$ cat config.mk
export PLATFORM = sky130hd
export DESIGN_NAME = instr_sequencer_flat
export DESIGN_NICKNAME = d
export VERILOG_FILES = /design/src/rtl/basic_computer_pkg.sv /design/src/rtl/instr_sequencer_if.sv /design/src/rtl/instr_sequencer_seq_counter.sv /design/src/rtl/instr_sequencer.sv /design/src/flat_wrapper.sv
export SDC_FILE = /design/constraint.sdc
export NUM_CORES = 1
export LEC_CHECK = 0
export ABC_AREA = 1
export BUFFER_PORTS_ARGS = -buffer_cell sky130_fd_sc_hd__clkbuf_2
export CORE_MARGIN = 3
export CORE_UTILIZATION = 36
export CTS_CLUSTER_SIZE = 14
export DETAILED_ROUTE_END_ITERATION = 7
export PLACE_DENSITY = 0.66
export SLEW_MARGIN = 20
export SYNTH_ARGS = -nofsm -noshare
export SYNTH_HDL_FRONTEND = slang
export SYNTH_HIERARCHICAL = 1
export SYNTH_SLANG_ARGS = --single-unit
$ cat constraint.sdc
create_clock -name clk -period 1.9 [get_ports clk]
set_input_delay 0.38 -clock clk [delete_from_list [all_inputs] [get_ports clk]]
set_output_delay 0.38 -clock clk [all_outputs]
set_load 0.01 [all_outputs]
$ cat src/rtl/basic_computer_pkg.sv
// Shared encodings for the basic-computer control path: opcodes, bus sources,
// ALU codes, sequencer states and register-reference bit positions.
package basic_computer_pkg;

  localparam int T_W   = 3;
  localparam int BUS_W = 3;
  localparam int ALU_W = 2;

  localparam logic [2:0] OP_AND  = 3'd0;
  localparam logic [2:0] OP_ADD  = 3'd1;
  localparam logic [2:0] OP_LDA  = 3'd2;
  localparam logic [2:0] OP_STA  = 3'd3;
  localparam logic [2:0] OP_BUN  = 3'd4;
  localparam logic [2:0] OP_BSA  = 3'd5;
  localparam logic [2:0] OP_ISZ  = 3'd6;
  localparam logic [2:0] OP_RREF = 3'd7;

  localparam logic [BUS_W-1:0] BUS_NONE = 3'd0;
  localparam logic [BUS_W-1:0] BUS_AR   = 3'd1;
  localparam logic [BUS_W-1:0] BUS_PC   = 3'd2;
  localparam logic [BUS_W-1:0] BUS_DR   = 3'd3;
  localparam logic [BUS_W-1:0] BUS_AC   = 3'd4;
  localparam logic [BUS_W-1:0] BUS_IR   = 3'd5;
  localparam logic [BUS_W-1:0] BUS_MEM  = 3'd7;

  localparam logic [ALU_W-1:0] ALU_AND     = 2'd0;
  localparam logic [ALU_W-1:0] ALU_ADD     = 2'd1;
  localparam logic [ALU_W-1:0] ALU_PASS_DR = 2'd2;

  localparam logic [1:0] ST_IDLE = 2'd0;
  localparam logic [1:0] ST_RUN  = 2'd1;
  localparam logic [1:0] ST_HALT = 2'd2;

  localparam int RR_HLT = 0;
  localparam int RR_INC = 1;
  localparam int RR_CLA = 2;
  localparam int RR_SZA = 3;

  function automatic logic [ALU_W-1:0] alu_for_op(input logic [2:0] op);
    case (op)
      OP_AND:  return ALU_AND;
      OP_ADD:  return ALU_ADD;
      default: return ALU_PASS_DR;
    endcase
  endfunction

endpackage

$ cat src/rtl/instr_sequencer_if.sv
// Control/status bundle between the instruction sequencer (master) and the
// register/memory/ALU datapath (slave).
interface instr_sequencer_if
  import basic_computer_pkg::*;
#(
  parameter int DATA_W = 16
);
  logic              en;
  logic [DATA_W-1:0] ir_odat;
  logic              dr_zero;
  logic              ac_zero;
  logic              ar_ld, ar_inc, pc_ld, pc_inc, dr_ld, dr_inc;
  logic              ir_ld, ac_ld, ac_inc, ac_clr;
  logic              mem_rd, mem_wr;
  logic [BUS_W-1:0]  bus_sel;
  logic [ALU_W-1:0]  alu_code;
  logic [T_W-1:0]    sc;
  logic              running, halted;

  modport master (
    input  en, ir_odat, dr_zero, ac_zero,
    output ar_ld, ar_inc, pc_ld, pc_inc, dr_ld, dr_inc, ir_ld, ac_ld, ac_inc,
           ac_clr, mem_rd, mem_wr, bus_sel, alu_code, sc, running, halted
  );

  modport slave (
    output en, ir_odat, dr_zero, ac_zero,
    input  ar_ld, ar_inc, pc_ld, pc_inc, dr_ld, dr_inc, ir_ld, ac_ld, ac_inc,
           ac_clr, mem_rd, mem_wr, bus_sel, alu_code, sc, running, halted
  );
endinterface

$ cat src/rtl/instr_sequencer_seq_counter.sv
// 3-bit timing counter (T index) with synchronous clear and increment.
module seq_counter
  import basic_computer_pkg::*;
(
  input  logic           clk,
  input  logic           reset,
  input  logic           i_clr,
  input  logic           i_inc,
  output logic [T_W-1:0] o_count
);

  logic [T_W-1:0] r_count;

  // NOTE: state updates use <= so every flop samples pre-edge values.
  always_ff @(posedge clk) begin
    if (!reset)     r_count <= '0;
    else if (i_clr) r_count <= '0;
    else if (i_inc) r_count <= r_count + 3'd1;
  end

  assign o_count = r_count;

endmodule

$ cat src/rtl/instr_sequencer.sv
// Instruction-cycle controller: steps T0..T6 through fetch, decode, indirect
// and execute, issuing one-cycle register/memory strobes to the datapath.
module instr_sequencer
  import basic_computer_pkg::*;
#(
  parameter int ADDR_W = 8,
  parameter int DATA_W = 16
) (
  input  logic              clk,
  input  logic              reset,
  instr_sequencer_if.master bus
);

  logic [1:0]     r_state;
  logic [1:0]     w_state_nxt;
  logic [2:0]     r_opcode;
  logic           r_ind;
  logic [3:0]     r_rr;
  logic           r_ind_done;
  logic [T_W-1:0] w_t;
  logic           w_run, w_rref, w_ind_cycle, w_halt, w_end, w_clr, w_inc;
  logic           w_unused_ir;

  seq_counter u_seq_counter (
    .clk     (clk),
    .reset   (reset),
    .i_clr   (w_clr),
    .i_inc   (w_inc),
    .o_count (w_t)
  );

  assign w_run  = (r_state == ST_RUN);
  assign w_rref = (r_opcode == OP_RREF);
  // An indirect instruction spends two cycles at T3: the address read first,
  // then the same empty slot a direct instruction sees.
  assign w_ind_cycle = w_run && (w_t == 3'd3) && !w_rref && r_ind && !r_ind_done;
  assign w_halt      = w_run && (w_t == 3'd3) && w_rref && r_rr[RR_HLT];

  always_comb begin
    w_end = 1'b0;
    if (w_run) begin
      case (w_t)
        3'd3:    w_end = w_rref && !r_rr[RR_HLT];
        3'd4:    w_end = (r_opcode == OP_STA) || (r_opcode == OP_BUN);
        3'd5:    w_end = (r_opcode == OP_AND) || (r_opcode == OP_ADD) ||
                         (r_opcode == OP_LDA) || (r_opcode == OP_BSA);
        3'd6:    w_end = (r_opcode == OP_ISZ);
        default: w_end = 1'b0;
      endcase
    end
  end

  assign w_clr = w_end || w_halt;
  assign w_inc = w_run && !w_clr && !w_ind_cycle;

  always_comb begin
    w_state_nxt = r_state;
    case (r_state)
      ST_IDLE: if (bus.en) w_state_nxt = ST_RUN;
      ST_RUN: begin
        if (w_halt)                w_state_nxt = ST_HALT;
        else if (w_end && !bus.en) w_state_nxt = ST_IDLE;
      end
      ST_HALT: w_state_nxt = ST_HALT;
      default: w_state_nxt = ST_IDLE;
    endcase
  end

  always_ff @(posedge clk) begin
    if (!reset) begin
      r_state    <= ST_IDLE;
      r_opcode   <= OP_AND;
      r_ind      <= 1'b0;
      r_rr       <= '0;
      r_ind_done <= 1'b0;
    end else begin
      r_state    <= w_state_nxt;
      r_ind_done <= w_ind_cycle;
      if (w_run && (w_t == 3'd2)) begin
        r_opcode <= bus.ir_odat[DATA_W-2 -: 3];
        r_ind    <= bus.ir_odat[DATA_W-1];
        r_rr     <= bus.ir_odat[3:0];
      end
    end
  end

  // NOTE: every output gets a default first, so no path can infer a latch.
  always_comb begin
    {bus.ar_ld, bus.ar_inc, bus.pc_ld, bus.pc_inc, bus.dr_ld, bus.dr_inc} = '0;
    {bus.ir_ld, bus.ac_ld, bus.ac_inc, bus.ac_clr, bus.mem_rd, bus.mem_wr} = '0;
    bus.bus_sel  = BUS_NONE;
    bus.alu_code = ALU_AND;
    if (w_run) begin
      case (w_t)
        3'd0: begin bus.bus_sel = BUS_PC; bus.ar_ld = 1'b1; end
        3'd1: begin
          bus.bus_sel = BUS_MEM; bus.mem_rd = 1'b1; bus.ir_ld = 1'b1; bus.pc_inc = 1'b1;
        end
        3'd2: begin bus.bus_sel = BUS_IR; bus.ar_ld = 1'b1; end
        3'd3: begin
          if (w_rref) begin
            bus.ac_clr = r_rr[RR_CLA];
            bus.ac_inc = r_rr[RR_INC] && !r_rr[RR_CLA];
            bus.pc_inc = r_rr[RR_SZA] && bus.ac_zero;
          end else if (w_ind_cycle) begin
            bus.bus_sel = BUS_MEM; bus.mem_rd = 1'b1; bus.ar_ld = 1'b1;
          end
        end
        3'd4: begin
          case (r_opcode)
            OP_AND, OP_ADD, OP_LDA, OP_ISZ: begin
              bus.bus_sel = BUS_MEM; bus.mem_rd = 1'b1; bus.dr_ld = 1'b1;
            end
            OP_STA:  begin bus.bus_sel = BUS_AC; bus.mem_wr = 1'b1; end
            OP_BUN:  begin bus.bus_sel = BUS_AR; bus.pc_ld = 1'b1; end
            OP_BSA:  begin bus.bus_sel = BUS_PC; bus.mem_wr = 1'b1; bus.ar_inc = 1'b1; end
            default: ;
          endcase
        end
        3'd5: begin
          case (r_opcode)
            OP_AND, OP_ADD, OP_LDA: begin
              bus.ac_ld = 1'b1; bus.alu_code = alu_for_op(r_opcode);
            end
            OP_BSA:  begin bus.bus_sel = BUS_AR; bus.pc_ld = 1'b1; end
            OP_ISZ:  bus.dr_inc = 1'b1;
            default: ;
          endcase
        end
        3'd6: begin
          if (r_opcode == OP_ISZ) begin
            bus.bus_sel = BUS_DR; bus.mem_wr = 1'b1; bus.pc_inc = bus.dr_zero;
          end
        end
        default: ;
      endcase
    end
  end

  assign bus.sc      = w_run ? w_t : '0;
  assign bus.running = w_run;
  assign bus.halted  = (r_state == ST_HALT);

  // Address and unused middle bits of IR belong to the datapath, not control.
  assign w_unused_ir = ^{bus.ir_odat[DATA_W-5:ADDR_W], bus.ir_odat[ADDR_W-1:4]};

endmodule

$ cat src/flat_wrapper.sv
// flat-port wrapper written by rule: the top's interface ports become plain ports
module instr_sequencer_flat import basic_computer_pkg::*;
#(
  parameter int ADDR_W = 8,
  parameter int DATA_W = 16
)
  (clk, reset, bus_en, bus_ir_odat, bus_dr_zero, bus_ac_zero, bus_ar_ld, bus_ar_inc, bus_pc_ld, bus_pc_inc, bus_dr_ld, bus_dr_inc, bus_ir_ld, bus_ac_ld, bus_ac_inc, bus_ac_clr, bus_mem_rd, bus_mem_wr, bus_bus_sel, bus_alu_code, bus_sc, bus_running, bus_halted);
  instr_sequencer_if #(.DATA_W(DATA_W)) bus_i ();
  input  logic clk;
  input  logic reset;
  input wire logic [$bits(bus_i.en)-1:0] bus_en;
  input wire logic [$bits(bus_i.ir_odat)-1:0] bus_ir_odat;
  input wire logic [$bits(bus_i.dr_zero)-1:0] bus_dr_zero;
  input wire logic [$bits(bus_i.ac_zero)-1:0] bus_ac_zero;
  output wire logic [$bits(bus_i.ar_ld)-1:0] bus_ar_ld;
  output wire logic [$bits(bus_i.ar_inc)-1:0] bus_ar_inc;
  output wire logic [$bits(bus_i.pc_ld)-1:0] bus_pc_ld;
  output wire logic [$bits(bus_i.pc_inc)-1:0] bus_pc_inc;
  output wire logic [$bits(bus_i.dr_ld)-1:0] bus_dr_ld;
  output wire logic [$bits(bus_i.dr_inc)-1:0] bus_dr_inc;
  output wire logic [$bits(bus_i.ir_ld)-1:0] bus_ir_ld;
  output wire logic [$bits(bus_i.ac_ld)-1:0] bus_ac_ld;
  output wire logic [$bits(bus_i.ac_inc)-1:0] bus_ac_inc;
  output wire logic [$bits(bus_i.ac_clr)-1:0] bus_ac_clr;
  output wire logic [$bits(bus_i.mem_rd)-1:0] bus_mem_rd;
  output wire logic [$bits(bus_i.mem_wr)-1:0] bus_mem_wr;
  output wire logic [$bits(bus_i.bus_sel)-1:0] bus_bus_sel;
  output wire logic [$bits(bus_i.alu_code)-1:0] bus_alu_code;
  output wire logic [$bits(bus_i.sc)-1:0] bus_sc;
  output wire logic [$bits(bus_i.running)-1:0] bus_running;
  output wire logic [$bits(bus_i.halted)-1:0] bus_halted;
  assign bus_i.en = bus_en;
  assign bus_i.ir_odat = bus_ir_odat;
  assign bus_i.dr_zero = bus_dr_zero;
  assign bus_i.ac_zero = bus_ac_zero;
  assign bus_ar_ld = bus_i.ar_ld;
  assign bus_ar_inc = bus_i.ar_inc;
  assign bus_pc_ld = bus_i.pc_ld;
  assign bus_pc_inc = bus_i.pc_inc;
  assign bus_dr_ld = bus_i.dr_ld;
  assign bus_dr_inc = bus_i.dr_inc;
  assign bus_ir_ld = bus_i.ir_ld;
  assign bus_ac_ld = bus_i.ac_ld;
  assign bus_ac_inc = bus_i.ac_inc;
  assign bus_ac_clr = bus_i.ac_clr;
  assign bus_mem_rd = bus_i.mem_rd;
  assign bus_mem_wr = bus_i.mem_wr;
  assign bus_bus_sel = bus_i.bus_sel;
  assign bus_alu_code = bus_i.alu_code;
  assign bus_sc = bus_i.sc;
  assign bus_running = bus_i.running;
  assign bus_halted = bus_i.halted;
  instr_sequencer #(.ADDR_W(ADDR_W), .DATA_W(DATA_W)) u_core (.clk(clk), .reset(reset), .bus(bus_i));
endmodule
==> results of run 1 <==
-- flip-flops by register name, indices dropped and copies added (netlist names) --
name / cells
u_core/u_seq_counter/o_count: 3
u_core/r_rr: 4
u_core/r_ind_done: 1
u_core/r_opcode: 3
u_core/r_state: 2
u_core/r_ind: 1
-- kinds of logic (layout without fill, tap and decap cells) --
family / count (synthesis) / count (layout) / synth area share, %
AO/OA/AOI/OAI: 33 / 33 / 17.7
flip-flops: 14 / 14 / 28.2
adder cells (fa/ha/maj): 1 / 1 / 1.26
AND/OR/NAND/NOR: 83 / 83 / 40.2
buffers and inverters: 28 / 76 / 12.6
-- power breakdown --
group | internal, mW | switching [mW] | leakage, nW
Sequential | 0.299 | 0.0103 | 0.118
Clock | 0.116 | 0.0912 | 0.0210
Combinational | 0.0678 | 0.0857 | 0.496
-- tightest hold or removal path, stage by stage --
cell	delay, ps
sky130_fd_sc_hd__clkbuf_2	70
sky130_fd_sc_hd__o21ai_0	70
sky130_fd_sc_hd__nor2_1	80
-- area by class of cell --
| type | instances | area, sq um | area share, % |
|---|---|---|---|
| Multi-Input combinational cell | 117 | 656 | 45.8 |
| Inverter | 23 | 106 | 7.43 |
| Tap cell | 30 | 37.5 | 2.62 |
| Timing Repair Buffer | 49 | 295 | 20.6 |
| Clock buffer | 4 | 36.3 | 2.53 |
| Sequential cell | 14 | 300 | 21.0 |
-- cell usage in the layout (no fill, tap or decap) --
cell and instances:
sky130_fd_sc_hd__clkbuf_4 3, sky130_fd_sc_hd__buf_2 5, sky130_fd_sc_hd__clkbuf_8 1, sky130_fd_sc_hd__dfxtp_2 4
sky130_fd_sc_hd__a21oi_2 2, sky130_fd_sc_hd__dfxtp_1 6, sky130_fd_sc_hd__nor2_4 6, sky130_fd_sc_hd__a31oi_1 3
sky130_fd_sc_hd__nor2_2 3, sky130_fd_sc_hd__o21a_1 1, sky130_fd_sc_hd__nand2_1 21, sky130_fd_sc_hd__a21oi_1 13
sky130_fd_sc_hd__nand3_2 2, sky130_fd_sc_hd__clkinv_8 1, sky130_fd_sc_hd__buf_4 14, sky130_fd_sc_hd__clkbuf_2 29
sky130_fd_sc_hd__inv_2 2, sky130_fd_sc_hd__nand2_2 5, sky130_fd_sc_hd__nor2_1 29, sky130_fd_sc_hd__nand4_1 2
sky130_fd_sc_hd__ha_1 1, sky130_fd_sc_hd__dfxtp_4 4, sky130_fd_sc_hd__buf_12 1, sky130_fd_sc_hd__nor3_2 2
sky130_fd_sc_hd__nand3_1 9, sky130_fd_sc_hd__o21ai_0 14, sky130_fd_sc_hd__and3_1 1, sky130_fd_sc_hd__nand3_4 2
sky130_fd_sc_hd__inv_4 3, sky130_fd_sc_hd__inv_1 17, sky130_fd_sc_hd__nor2_8 1
-- per-layer routing --
layer | up-vias | share of wire [%] | wire length, microns | global-route usage [%]
li1 | 611 | - | - | -
met1 | 525 | 42 | 1200 | 20.4
met2 | 42 | 49 | 1390 | 25.7
met3 | 4 | 7.9 | 225 | 3.73
met4 | 0 | 0.67 | 19 | 6.62
met5 | - | 0 | 0 | 0
-- worst min-delay path by stage --
stage	start	endpoint	slack [ps]	cells past startpoint
CTS	bus_ir_odat[1]	u_core/r_rr[1]	350	3
global route	bus_ir_odat[1]	u_core/r_rr[1]	360	3
global placement	u_core/r_ind	u_core/r_ind	450	2
finish	bus_ir_odat[3]	u_core/r_rr[3]	360	3
floorplan	u_core/r_ind	u_core/r_ind	430	2
detailed placement	u_core/r_ind	u_core/r_ind	450	2
-- cells in the mapped netlist --
library cell and count:
sky130_fd_sc_hd__nor2_4 3, sky130_fd_sc_hd__a31oi_1 3, sky130_fd_sc_hd__inv_4 1, sky130_fd_sc_hd__o21a_1 1, sky130_fd_sc_hd__nand2_2 2, sky130_fd_sc_hd__o21ai_0 14, sky130_fd_sc_hd__nand4_1 2, sky130_fd_sc_hd__ha_1 1
sky130_fd_sc_hd__nand2_1 24, sky130_fd_sc_hd__buf_2 2, sky130_fd_sc_hd__nor2_1 32, sky130_fd_sc_hd__a21oi_2 1, sky130_fd_sc_hd__and3_1 1, sky130_fd_sc_hd__inv_1 18, sky130_fd_sc_hd__inv_2 4, sky130_fd_sc_hd__nor2_8 1
sky130_fd_sc_hd__nor2_2 3, sky130_fd_sc_hd__dfxtp_1 14, sky130_fd_sc_hd__nand3_2 2, sky130_fd_sc_hd__a21oi_1 14, sky130_fd_sc_hd__clkbuf_1 1, sky130_fd_sc_hd__buf_6 2, sky130_fd_sc_hd__nor3_1 2, sky130_fd_sc_hd__nand3_1 11
-- timing repair --
action / CTS / global route
hold buffers: 0 / 0
pin swaps: 3 / 8
resized for setup: 11 / 29
buffers inserted: 5 / 9
setup endpoints to repair: 7 / 12
-- metrics by stage --
stage / setup slack, ps / setup TNS (ps)
6_report: -32.6 / -32.6
5_1_grt: -134 / -771
4_1_cts: -19.6 / -19.6
3_5_place_dp: 147 / 0
3_3_place_gp: 174 / 0
2_1_floorplan: 328 / 0
==> flow_summary.yaml, run 1 <==
status:
  outcome: "finished, violations left"
  failed_checks: "setup timing"
critical_path:
  worstReg2RegEnd: "u_core/u_seq_counter/o_count[1]"
  critical_path.slowest_cell: "sky130_fd_sc_hd__dfxtp_2"
  crit_type: "reg -> out"
  path_buf_inv: 4
  cpLargestDelayFamily: "simple AND/OR/NAND/NOR gates"
  worstRegToRegCells: 12
  critical_path_capture_point: "bus_bus_sel[1]"
  max_fanout_on_critical_path: 5
  cp_cell_sequence: "inv_4 > nor2_8 > clkinv_8 > nor2_4 > nand3_4 > nand2_2 > inv_2 > a31oi_1 > buf_2"
  worst_path_largest_cell_delay_ps: 360
  timing.rr.start: "u_core/r_state[0]"
  required_ps: 1520
  crit_path_start: "u_core/r_state[0]"
  r2r_slack_ps: 230
  cp_num_cells: 9
  end_kind: "output port"
  cp.arrival_ps: 1550
  start_kind: "flop"
run:
  maxCapViolCount: 0
clocking:
  clock_latency_at_the_later_pin_of_the_worst_skew_pair_ps: 270
  tritoncts: "done"
  clock_edge_transition_at_the_registers_on_the_reported_setup_and_hold_paths_ps: 80
  cts_max_level: 1
  root_buffer: "sky130_fd_sc_hd__clkbuf_4"
  cts.sinks: 14
  cts_made_buffers: 3
  cts_max_path_buffers: 2
sta:
  final.setup_skew_ps: 2.80
  timing.final.ws_setup_ps: -32.6
  fin_worst_hold_slack_ps: 361
  worst_pin_slew_ps: 293
  layout_worst_path_cycle_share_pct: 102
  hold_violations: 0
  maxSlewViolCount: 0
  timing.final.crit_period_ps: 1930
  rsz0062_at_grt: "true"
  maxClockFrequency_mhz: 517
  timing.final.setup_violations: 1
  slew_headroom_pct: 80.2
finish:
  layout-area-overhead-vs-synth_pct: 44.3
  num-nets-final: 230
  final.fill_count: 259
  finalNonFillerCells: 237
  diodes: 0
  finished_cell_area_sq_um: 1430
  drive_gt1_share_pct: 43.5
  finish.utilization_pct: 56.2
drt:
  drt_wl_total_microns: 2840
  detail_route.wl_per_cell_microns: 12.0
  post_drt_via_cell_ratio: 4.99
  drcViolationCount: 0
  drt_iter0_markers: 44
  via_count: 1182
  drtPass1Iterations: 4
  final_antenna_net_count: 0
synth:
  gate_count_after_technology_mapping: 159
  yosysSeqAreaShare_pct: 28.2
  post_synth_main_area_contributors: "sky130_fd_sc_hd__dfxtp_1 (28%), sky130_fd_sc_hd__nor2_1 (12%), sky130_fd_sc_hd__nand2_1 (9.1%)"
  yosys.area.top_type_share_pct: 28.2
  syn_avg_cell_area_sq_um: 6.24
  synth_nets: 181
  synthDistinctLibCells: 24
  post_synthesis_instance_area_sq_um: 992
  yosysWarnings: 6
  number_of_storage_elements_in_the_synthesis_netlist: 14
  synth_top_cell_by_area: "sky130_fd_sc_hd__dfxtp_1"
power:
  power-per-cell-area_nw_per_um2: 468
  report.power.total_uw: 670
  power_leakage_nw: 0.635
  irDropWorstVdd_uv: 427
global_route:
  globalRouteTotalUtil_pct: 16.0
  globalRouteOverflowTotal: 0
  via_count_of_the_first_global_routing_pass: 1045
  grt_start_max_net_pins: 16
  grt_antenna_before_repair: 0
  grt_pass1_wl_microns: 4300
floorplan:
  num_rows: 18
  die_span_y_microns: 58.5
  die_w_microns: 58.5
  initial_core_util_pct: 39.0
  core_region_area_sq_um: 2540
  total_die_area_sq_um: 3420
  num_io_pins: 43
worst_hold_path:
  min-delay-path-class: "in -> reg"
place:
  detailed_place_hpwl_microns: 1950
  dp.cells: 219
  placed_area_sq_um: 1170
  placer_s_final_routability_congestion_estimate: 0.844
  numPortBuffers: 34
No activity file was read; power rests on OpenSTA's default activity.
==> run 2, diff against run 1 <==
--- a/config.mk
+++ b/config.mk
@@ -9,6 +9,7 @@
 export BUFFER_PORTS_ARGS = -buffer_cell sky130_fd_sc_hd__clkbuf_2
 export CORE_MARGIN = 3
 export CORE_UTILIZATION = 36
+export CTS_BUF_LIST = sky130_fd_sc_hd__clkbuf_4
 export CTS_CLUSTER_SIZE = 14
 export DETAILED_ROUTE_END_ITERATION = 7
 export PLACE_DENSITY = 0.66
==> run 2 against run 1 <==
Against the previous run:
- the run still ends with setup timing left
- clock power is 21% lower
- core utilization is 0.59 points lower
- register-to-register slack hardly changed
- largest cell class unchanged
- die area stayed put
- critical endpoint unchanged
- critical path type unchanged
==> flow_summary.yaml, run 2 (same netlist as run 1, synthesis figures left out) <==
drt:
  final_antenna_net_count: 0
  drtPass1Iterations: 4
  via_count: 1172
  post_drt_via_cell_ratio: 4.97
  detail_route.wl_per_cell_microns: 12.1
  drcViolationCount: 0
  drt_iter0_markers: 38
  drt_wl_total_microns: 2870
clocking:
  tritoncts: "done"
  cts_max_level: 1
  root_buffer: "sky130_fd_sc_hd__clkbuf_4"
  cts_max_path_buffers: 2
  clock_edge_transition_at_the_registers_on_the_reported_setup_and_hold_paths_ps: 80
  cts_made_buffers: 3
  ctsHoldBuffers: 0
  cts.sinks: 14
  clock_latency_at_the_later_pin_of_the_worst_skew_pair_ps: 270
power:
  irDropWorstVdd_uv: 425
  power-per-cell-area_nw_per_um2: 442
  power_leakage_nw: 0.624
  share_seq_of_total_power_pct: 49.4
  fraction_of_power_consumed_by_the_clock_network_pct: 26.4
  report.power.total_uw: 625
  power_switching_share_pct: 29.6
  internal_power_uw: 440
  power.share.combinational_pct: 24.2
  power.switching_uw: 185
place:
  placer_s_final_routability_congestion_estimate: 0.844
  numPortBuffers: 34
  detailed_place_hpwl_microns: 1950
  placed_area_sq_um: 1170
sta:
  timing.final.crit_period_ps: 1930
  worst_pin_slew_ps: 292
  timing.setup.tns_ps: -28.3
  timing.final.setup_violations: 1
  final.setup_skew_ps: 1.21
  slew_headroom_pct: 80.3
  layout_worst_path_cycle_share_pct: 101
  timing.final.ws_setup_ps: -28.3
  hold_violations: 0
  maxClockFrequency_mhz: 519
  rsz0062_at_grt: "true"
  fin_worst_hold_slack_ps: 360
  maxSlewViolCount: 0
critical_path:
  cp.arrival_ps: 1550
  required_ps: 1520
  cpLargestDelayFamily: "simple AND/OR/NAND/NOR gates"
  worst_path_largest_cell_delay_ps: 360
  max_fanout_on_critical_path: 5
  crit_path_start: "u_core/r_state[0]"
  critical_path.slowest_cell: "sky130_fd_sc_hd__dfxtp_2"
  crit_type: "reg -> out"
  cp_cell_sequence: "inv_4 > nor2_8 > clkinv_8 > nor2_4 > nand3_4 > nand2_2 > inv_2 > a31oi_1 > buf_2"
  start_kind: "flop"
  end_kind: "output port"
  timing.rr.start: "u_core/r_state[0]"
  path_buf_inv: 4
finish:
  finished_cell_area_sq_um: 1420
  number_of_flip_flops_under_the_largest_register_name: 4
  leading_cell_type_in_the_layout_fill_and_taps_excluded: "sky130_fd_sc_hd__clkbuf_2"
  num-nets-final: 229
  leading_cell_types_in_the_layout_fill_and_taps_excluded: "sky130_fd_sc_hd__clkbuf_2 (29), sky130_fd_sc_hd__nor2_1 (28), sky130_fd_sc_hd__nand2_1 (21)"
  layout-area-overhead-vs-synth_pct: 42.7
  diodes: 0
  final.fill_count: 261
  drive_gt1_share_pct: 43.2
  largest_register: "u_core/r_rr"
status:
  outcome: "finished, violations left"
  failed_checks: "setup timing"
global_route:
  via_count_of_the_first_global_routing_pass: 1046
  grt_antenna_before_repair: 0
  grt_pass1_wl_microns: 4290
  globalRouteTotalUtil_pct: 15.9
  grt_start_max_net_pins: 16
  globalRouteOverflowTotal: 0
floorplan:
  die_w_microns: 58.5
  initial_core_util_pct: 39.0
  total_die_area_sq_um: 3420
  core_region_area_sq_um: 2540
  num_io_pins: 43
  num_rows: 18
  die_span_y_microns: 58.5
worst_hold_path:
  min-delay-path-class: "in -> reg"
  worst_hold_path_startpoint: "bus_ir_odat[3]"
run:
  maxCapViolCount: 0
[run 2: cell count changes in the layout (fill, tap and decap cells not counted)]
cell / delta
sky130_fd_sc_hd__buf_4: -1
sky130_fd_sc_hd__clkbuf_8: -1
sky130_fd_sc_hd__clkinv_1: +1
sky130_fd_sc_hd__nor2_1: -1
sky130_fd_sc_hd__nor2_2: +1
[run 2: worst reg2reg max path, delay by kind of cell, from the launching register on]
family | cells | cell delay, ps
AO/OA/AOI/OAI | 1 | 110
flip-flops | 1 | 360
AND/OR/NAND/NOR | 7 | 810
buffers and inverters | 4 | 330
[run 2: cell type report]
| cell class | count | area [sq um] | share of cell area (%) |
|---|---|---|---|
| clock buffer | 3 | 22.5 | 1.59 |
| timing repair buffer | 48 | 288 | 20.3 |
| inverter | 23 | 106 | 7.51 |
| clock inverter | 1 | 3.75 | 0.265 |
| sequential | 14 | 300 | 21.2 |
| tap | 30 | 37.5 | 2.65 |
| multi-input combinational | 117 | 658 | 46.5 |
[run 2: path summary, 6_finish.rpt]
path	end	slack (ps)	cells after the start
hold reg to reg	u_core/r_ind	480	2
setup / recovery	bus_bus_sel[1]	-30	9
setup reg to reg	u_core/u_seq_counter/o_count[1]	230	12
hold / removal	u_core/r_rr[3]	360	3
[run 2: through the flow]
step | std cells | util, % | worst slack, ps
3_5_place_dp | 219 | 46.0 | 147
2_1_floorplan | 159 | - | 328
5_1_grt | 236 | 55.7 | -134
6_report | 236 | 55.7 | -28.3
4_1_cts | 228 | 49.7 | -18.5
3_3_place_gp | 219 | 46.0 | 174
[run 2: per-layer routing]
metal	GRT usage (%)	wire length, microns	vias to the layer above
met5	0	0	-
met4	6.62	12	0
met3	3.73	231	2
met2	25.5	1410	44
met1	20.4	1210	518
li1	-	-	608
[run 2: power by group through the flow]
| stage | logic [mW] | clock network, mW | registers [mW] |
|---|---|---|---|
| after CTS | 0.119 | 0.175 | 0.312 |
| after global placement | 0.107 | 0 | 0.317 |
| final | 0.151 | 0.165 | 0.309 |
| after global routing | 0.165 | 0.190 | 0.311 |
| after floorplan | 0.0795 | 0 | 0.314 |
| after detailed placement | 0.109 | 0 | 0.318 |
[run 2: timing repair]
| action | in CTS | in global routing |
|---|---|---|
| buffers inserted | 5 | 8 |
| hold endpoints to repair | 0 | 0 |
| pin swaps | 3 | 8 |
| endpoints found under the setup margin | 7 | 12 |
| resized for setup | 11 | 30 |
==> run 3, diff against run 2 <==
--- a/config.mk
+++ b/config.mk
@@ -13,6 +13,7 @@
 export CTS_CLUSTER_SIZE = 14
 export DETAILED_ROUTE_END_ITERATION = 7
 export PLACE_DENSITY = 0.66
+export REMOVE_ABC_BUFFERS = 1
 export SLEW_MARGIN = 20
 export SYNTH_ARGS = -nofsm -noshare
 export SYNTH_HDL_FRONTEND = slang
==> run 3 against run 2 <==
Against the previous run:
- the flow now finishes without violations
- wire length is 1.8% higher
- critical path depth is 1 lower
- clock skew is 2.1 ps higher
- fmax is 3.5% higher
- hold slack worse by 2.4 ps
- count of clock-buffer cells in the layout stayed put
- non-clock buffer count is 3 higher
- clock power is 4% higher
- register-to-register slack better by 50 ps
- first-iteration DRC count is 37% higher
- global-route usage is 0.36 points higher
- critical path type unchanged
- largest power group unchanged
==> flow_summary.yaml, run 3 (same netlist as run 1, synthesis figures left out) <==
status:
  outcome: "finished, final reports clean"
sta:
  rsz0062_at_grt: "true"
  final.setup_skew_ps: 3.31
  timing.final.crit_period_ps: 1860
  fin_worst_hold_slack_ps: 358
  timing.final.setup_violations: 0
  maxSlewViolCount: 0
  timing.final.ws_setup_ps: 36.9
  hold_violations: 0
  maxClockFrequency_mhz: 537
  slew_headroom_pct: 81.4
  worst_pin_slew_ps: 276
  layout_worst_path_cycle_share_pct: 98.1
global_route:
  via_count_of_the_first_global_routing_pass: 1072
  grt_start_max_net_pins: 16
  globalRouteTotalUtil_pct: 16.3
  grt_antenna_before_repair: 0
  grt_pass1_wl_microns: 4390
  globalRouteOverflowTotal: 0
floorplan:
  total_die_area_sq_um: 3420
  num_io_pins: 43
  num_rows: 18
  initial_core_util_pct: 39.0
  die_w_microns: 58.5
  die_span_y_microns: 58.5
  core_region_area_sq_um: 2540
drt:
  detail_route.wl_per_cell_microns: 12.2
  post_drt_via_cell_ratio: 5.08
  drt_wl_total_microns: 2920
  via_count: 1215
  drtPass1Iterations: 4
  final_antenna_net_count: 0
  drcViolationCount: 0
  drt_iter0_markers: 52
finish:
  num-nets-final: 232
  finished_cell_area_sq_um: 1440
  diodes: 0
  drive_gt1_share_pct: 43.1
  multi_input_area_sq_um: 659
  final.fill_count: 255
  leading_cell_types_in_the_layout_fill_and_taps_excluded: "sky130_fd_sc_hd__nor2_1 (32), sky130_fd_sc_hd__clkbuf_2 (30), sky130_fd_sc_hd__nand2_1 (21)"
  number_of_flip_flops_under_the_largest_register_name: 4
  layout-area-overhead-vs-synth_pct: 44.8
  regArea_sq_um: 305
  leading_cell_type_in_the_layout_fill_and_taps_excluded: "sky130_fd_sc_hd__nor2_1"
  largest_register: "u_core/r_rr"
  finalNonFillerCells: 239
  finish.utilization_pct: 56.4
power:
  irDropWorstVdd_uv: 360
  power-per-cell-area_nw_per_um2: 435
  fraction_of_power_consumed_by_the_clock_network_pct: 27.5
  power_leakage_nw: 0.668
  power.share.combinational_pct: 23.2
  internal_power_uw: 436
  power.switching_uw: 189
  power_switching_share_pct: 30.3
  share_seq_of_total_power_pct: 49.3
place:
  placement.setup.worst_slack_ps: 188
  placed_area_sq_um: 1170
  placer_s_final_routability_congestion_estimate: 0.809
  numPortBuffers: 34
  dp.cells: 219
  detailed_place_hpwl_microns: 1990
clocking:
  clock_edge_transition_at_the_registers_on_the_reported_setup_and_hold_paths_ps: 90
  cts_max_path_buffers: 2
  cts_made_buffers: 3
  tritoncts: "done"
  cts_max_level: 1
  root_buffer: "sky130_fd_sc_hd__clkbuf_4"
  cts.sinks: 14
  clock_latency_at_the_later_pin_of_the_worst_skew_pair_ps: 280
critical_path:
  cp.arrival_ps: 1480
  max_fanout_on_critical_path: 7
  crit_type: "reg -> out"
  required_ps: 1520
  end_kind: "output port"
  start_kind: "flop"
run:
  maxCapViolCount: 0
worst_hold_path:
  min-delay-path-class: "in -> reg"
==> run 3: layout make-up <==
cell class / instances / share of cell area [%]
clock buffer: 3 / 1.57
clock inverter: 1 / 0.261
inverter: 23 / 7.40
multi-input combinational: 117 / 45.9
sequential: 14 / 21.3
tap: 30 / 2.61
timing repair buffer: 51 / 21.0
==> run 3: path summary, 6_finish.rpt <==
kind,start,slack [ps],depth (start not counted),endpoint
setup / recovery,u_core/u_seq_counter/o_count[1],40,8,bus_bus_sel[1]
setup reg to reg,u_core/u_seq_counter/o_count[2],280,10,u_core/u_seq_counter/o_count[2]
hold / removal,bus_ir_odat[1],360,3,u_core/r_rr[1]
hold reg to reg,u_core/r_ind,460,2,u_core/r_ind
==> run 3: critical path, cell delays in order, from the launching register on <==
cell,delay (ps)
sky130_fd_sc_hd__dfxtp_4,380
sky130_fd_sc_hd__inv_4,100
sky130_fd_sc_hd__nand2_2,90
sky130_fd_sc_hd__nor3_2,170
sky130_fd_sc_hd__inv_1,80
sky130_fd_sc_hd__nand2_2,70
sky130_fd_sc_hd__inv_2,30
sky130_fd_sc_hd__a31oi_1,130
sky130_fd_sc_hd__buf_2,140
==> run 3: what timing repair did <==
| item | in CTS | in global routing |
|---|---|---|
| pin swaps | 4 | 11 |
| hold buffers | 0 | 0 |
| endpoints found under the setup margin | 8 | 12 |
| buffers inserted | 8 | 8 |
| gates cloned | 0 | 0 |
| gates resized for setup | 14 | 31 |
==> run 3: per-stage QoR <==
step	total power, mW	TNS (ps)
4_1_cts	0.618	0
3_3_place_gp	0.424	0
2_1_floorplan	0.385	0
6_report	0.625	0
5_1_grt	0.663	-170
3_5_place_dp	0.427	0
==> run 3: layer usage <==
layer	GRT usage (%)	up-vias	share of wire [%]
li1	-	618	-
met1	19.9	536	42
met2	26.6	53	47
met3	3.07	8	8.6
met4	8.94	0	2.2
met5	0	-	0
==> run 3: power groups by stage <==
stage | clock network, mW | logic, mW | registers, mW
3_5_place_dp | 0 | 0.109 | 0.317
5_1_grt | 0.192 | 0.161 | 0.309
3_3_place_gp | 0 | 0.107 | 0.317
6_report | 0.172 | 0.145 | 0.308
4_1_cts | 0.180 | 0.127 | 0.311
2_1_floorplan | 0 | 0.0671 | 0.318
